<file path="config.mk">
export PLATFORM = sky130hd
export DESIGN_NAME = aes_round_ctrl
export DESIGN_NICKNAME = d
export VERILOG_FILES = /design/src/rtl/aes_round_ctrl.sv
export SDC_FILE = /design/constraint.sdc
export NUM_CORES = 1
export LEC_CHECK = 0
export ABC_CLOCK_PERIOD_IN_PS = 1700
export CAP_MARGIN = 20
export CELL_PAD_IN_SITES_DETAIL_PLACEMENT = 0
export CELL_PAD_IN_SITES_GLOBAL_PLACEMENT = 1
export CORE_MARGIN = 2
export CORE_UTILIZATION = 31
export CTS_BUF_LIST = sky130_fd_sc_hd__clkbuf_2
export DETAILED_ROUTE_END_ITERATION = 6
export PLACE_DENSITY = 0.82
export REMOVE_ABC_BUFFERS = 1
export SLEW_MARGIN = 20
export SYNTH_ARGS = -nofsm -noshare
export SYNTH_HDL_FRONTEND = slang
export SYNTH_SLANG_ARGS = --single-unit
</file>
<file path="constraint.sdc">
create_clock -name clk -period 1.7 [get_ports clk]
set_clock_uncertainty 0.15 [all_clocks]
set_input_delay 0.51 -clock clk [delete_from_list [all_inputs] [get_ports clk]]
set_output_delay 0.51 -clock clk [all_outputs]
set_load 0.02 [all_outputs]
</file>
<file path="src/rtl/aes_round_ctrl.sv">
// Round sequencer for an iterative AES-128/192/256 encryption core: it walks the
// key schedule round by round and issues one state-register load strobe per round.
module aes_round_ctrl #(
    parameter int NR = 10
) (
    input  logic       clk,
    input  logic       rst_n,
    input  logic       start,
    input  logic       abort,
    input  logic       key_ready,
    output logic       key_req,
    output logic [3:0] round_num,
    output logic       ld_init,
    output logic       ld_round,
    output logic       mix_bypass,
    output logic       busy,
    output logic       done
);

    localparam logic [1:0] IDLE    = 2'd0;
    localparam logic [1:0] KEYWAIT = 2'd1;
    localparam logic [1:0] LOAD    = 2'd2;
    localparam logic [1:0] DONE    = 2'd3;

    localparam logic [3:0] LAST_ROUND = 4'(NR);

    logic [1:0] state;

    // NOTE: sequential state uses non-blocking assignments so every register
    // samples the pre-edge values, independent of statement order.
    always_ff @(posedge clk) begin
        if (!rst_n) begin
            state     <= IDLE;
            round_num <= '0;
        end else begin
            case (state)
                IDLE: begin
                    if (start) begin
                        state     <= KEYWAIT;
                        round_num <= '0;
                    end
                end
                KEYWAIT: begin
                    if (abort) begin
                        state     <= IDLE;
                        round_num <= '0;
                    end else if (key_ready) begin
                        state <= LOAD;
                    end
                end
                LOAD: begin
                    if (abort) begin
                        state     <= IDLE;
                        round_num <= '0;
                    end else if (round_num == LAST_ROUND) begin
                        state <= DONE;
                    end else begin
                        state     <= KEYWAIT;
                        round_num <= round_num + 4'd1;
                    end
                end
                default: state <= IDLE;  // DONE lasts exactly one cycle
            endcase
        end
    end

    // Every output is a pure decode of registered state, so no input reaches an output
    // within the same cycle.
    assign key_req    = (state == KEYWAIT);
    assign ld_init    = (state == LOAD) && (round_num == 4'd0);
    assign ld_round   = (state == LOAD) && (round_num != 4'd0);
    assign mix_bypass = (state == LOAD) && (round_num == LAST_ROUND);
    assign busy       = (state == KEYWAIT) || (state == LOAD);
    assign done       = (state == DONE);

endmodule

</file>
==> results.md <==
- The cell type with the highest aggregate area in the netlist is dfxtp_1.
- The count of buffers inserted at the top-level ports is 14.
- Measured against its own limit, the worst slew margin works out to 73.7%.
- In this run the clock root is driven by a clkbuf_2.
- The maximum count of clock buffers along a single path is 2.
- In the synthesized netlist, mux cells make up 0% of the area.
- The synthesized-area fraction occupied by and/or/nand/nor cells is 25.4%.
- The number of antenna violations at the first check in global routing is 0.
- The total area inside the core boundary comes to 0.00151 mm^2.
- After detailed routing, the average wire length per cell comes to 17.9 um.
- The number of flip-flops and latches in the synthesized netlist is 6.
- The most common cell after layout, fill and taps aside is buf_4.
- The post-route netlist has 75.0% of its cells at a drive strength greater than 1.
- At the end of the flow, the number of nets in the layout was 119.
- The post-synthesis instance area is 497 um^2.
- The class of the tightest hold or removal check is reg2reg.
- The maximum achievable frequency is 0.525 GHz.
- The time the final worst path needs with I/O delays and setup is 1.90 ns.
- The critical path is of the reg2out type.
- Entering global routing, the biggest net connects 8 pins.
- Using the TritonRoute via totals, the vias-per-cell ratio works out to 5.38.
- Counting the fill cells in the layout gives 98.
- OpenSTA, run right after detailed placement, puts the worst setup slack at -0.522 ns.
- The wire-length estimate of the detail-placed layout is 1070 um.
- The worst setup path is launched from a flip-flop.
- The switching power summed over all nets is 217 uW.
- The number of global-route vias before repair is 647.
- In the finished design, the share of the clock period the worst path needs comes to 112%.
- After clock tree synthesis, the clock-pin slew on the worst setup and hold paths is 0.08 ns.
- The floorplan die height is 44.0 um.
- The total wire length after detailed routing is 2150 um.
- Routability-driven placement finished with a final weighted congestion of 0.816.
- The post-synthesis sequential area ratio is 24.2%.
- After synthesis, the largest area contributor takes up 24.2% of total cell area.
- The required time reported for the critical path endpoint is 1.04 ns.
- The number of max-slew violations in the final report was 0.
- The final worst-path setup slack is -0.204 ns.
- The maximum single-stage delay on the critical path is 0.34 ns.
- In this run, flip-flops and latches consume 25.7% of the power.
- After floorplanning, the core was divided into 14 placement rows.
- TritonCTS built the clock tree.
- For the final routed database, the setup TNS stands at -1.30 ns.
- Setup violations remaining at the end of the flow were counted as 12.
- The combinational cell fraction of total power is 54.5%.
- The critical path startpoint is round_num[0].
- The I/O pin total is 15.
- The share of total power dissipated in the clock network is 19.8%.
- The floorplan die width is 44.0 um.
- The worst register-to-register path ends at round_num[3].
- In this run the worst setup path terminates at mix_bypass.
- The synthesized design contains 0 enable-type register cells.
- Internal power comes to 381 uW.
- The worst register-to-register path has a depth of 6.
- CTS saw 6 sinks.
- The slowest stage cell on the critical path is dfxtp_2.
- In the layout the commonest cells are 21 x buf_4, 16 x buf_6, 6 x ha_4.
- The combinational family with the most area after synthesis is simple AND/OR/NAND/NOR gates.
- The run finished, with violations left.
- Setup repair after global routing could not meet its margin everywhere.
- The xor/xnor cell area share of the yosys netlist is 0%.
- For the pin with the worst max-slew slack, the measured transition is 0.394 ns.
- Before antenna repair, the detailed router went through 4 iterations.
- The total number of vias is 645.
- Overall power consumption after layout is estimated at 599 uW.
- The most frequently used flop master after synthesis is dfxtp_1.
- STA classifies the critical path endpoint as a primary output.
- The count of maximum capacitance violations is 0.
- The share of the synthesized area in compound gates (AO/OA/AOI/OAI) is 24.2%.
- The floorplan die area is 0.00194 mm^2.
- The synthesized netlist contains 29 unique library cells.
- 0 antenna diodes ended up in the layout.
- The count of routing violations after the opening detailed-route iteration is 24.
- Global routing consumed, over all layers together, 21.0% of the routing resources.
- The number of hold violations in the final report came to 0.
- After Yosys synthesis, full adders, half adders and majority gates account for 20.2% of the synthesized area.
- The worst-case vdd ir drop is 0.461 mV.
- Data on the critical path arrives at its endpoint at 1.24 ns.
- The number of nets with antenna violations after detailed routing is 0.
- The number of levels the H-tree was split into is 1.
- The first global-routing pass estimated 2930 um of wire.
- The layout-stage area growth over the synthesis result is 132%.
- The cell count after synthesis came out at 58.
- Global routing finished with a remaining overflow of 0.
- Yosys printed 0 warnings.
- For this design the ratio of total power to cell area is 518 mW/mm^2.
- In this run the register-to-register setup slack is -0.18 ns.
- The checks that failed: setup timing.
- The signal on the critical path passes through inv_2 -> ha_4 -> and3b_1 -> and2_4 -> buf_6.
- In the synthesized netlist the async set-or-reset flop fraction comes to 0%.
- The fraction of power spent switching nets is 36.3%.
- Dividing the synthesized area by the synthesized cell count gives 8.56 um^2.
- The number of buffers created by CTS is 3.
- For this run, design rule violations remaining after detail routing come to 0.
- The leakage component of the power is 0.503 nW.
- The top fanout value on the critical path is 3.
- The clock latency on the worst-skew pair is 0.24 ns.
- The startpoint identified for the worst register-to-register timing path is state[0].
- The effective utilization at floorplan is 33.0%.
- After synthesis, the cell types taking the most area are dfxtp_1 24%, ha_1 20%, o32ai_1 5.3%.
synth_stat cells, drive strengths merged (2+ instances only):
cell and n:
ha 8, nand2 4, nor2b 3, o21ai 2, o32ai 3, a2111oi 2
a21oi 2, dfxtp 6, inv 6, or3 3
critical path, delay by kind of cell (launching register included):
family,cells,cell delay [ns]
and+or+nand+nor,2,0.33
DFF,1,0.34
adders and majority gates,1,0.15
buffers and inverters,2,0.18
power by group through the flow:
stage          clock network, mW  logic [mW]  registers (mW)
3_3_place_gp                   0       0.175           0.153
3_5_place_dp                   0       0.177           0.154
6_report                   0.118       0.326           0.154
4_1_cts                    0.118       0.270           0.154
5_1_grt                    0.122       0.340           0.155
2_1_floorplan                  0      0.0811           0.156
metrics by stage:
step / instance area [um^2] / util [%] / hold WS (ns) / instances
after floorplan: 489 / - / 0.348 / 56
after global placement: 792 / 52.6 / 0.455 / 105
after detailed placement: 792 / 52.6 / 0.455 / 105
after CTS: 1050 / 69.7 / 0.468 / 116
after global routing: 1150 / 76.7 / 0.558 / 120
final: 1150 / 76.7 / 0.536 / 120
cells by family (layout without fill, tap and decap cells):
| logic type | after synthesis | count (layout) |
|---|---|---|
| AND/OR/NAND/NOR | 21 | 21 |
| AO/OA/AOI/OAI | 15 | 15 |
| adder cells (fa/ha/maj) | 8 | 8 |
| buffers and inverters | 8 | 54 |
| flip-flops | 6 | 6 |
metal layers:
metal  wire, um  global-route usage (%)  share of wire (%)
met1        876                    23.8                 41
met2       1180                    38.2                 55
met3         60                    3.67                2.8
met4         31                    9.09                1.4
met5          0                       0                  0
flip-flops by register name (all words and copies together), names as in the netlist:
signal,cells
round_num,4
state,2
final cells by class:
class	count	area [um^2]	area share (%)
clock buffer	3	15.0	1.30
multi-input combinational	44	554	48.0
inverter	6	25.0	2.17
timing repair buffer	45	412	35.6
tap	16	20.0	1.73
sequential	6	129	11.2
how the worst min path moves through the flow:
| stage | slack, ns | end | cells past startpoint | start |
|---|---|---|---|---|
| after floorplan | 0.35 | state[0] | 2 | state[0] |
| after global placement | 0.46 | round_num[0] | 3 | round_num[0] |
| after detailed placement | 0.46 | round_num[0] | 3 | round_num[0] |
| after CTS | 0.47 | round_num[0] | 3 | round_num[0] |
| after global routing | 0.56 | round_num[2] | 2 | round_num[2] |
| final | 0.54 | round_num[1] | 3 | round_num[1] |
what timing repair did:
action | 4_1_cts | 5_1_grt
hold buffers | 0 | 0
setup endpoints to repair | 16 | 14
setup buffers | 8 | 4
resized for setup | 88 | 21
pin swaps | 11 | 6
Power figures use the tool's default switching activity.
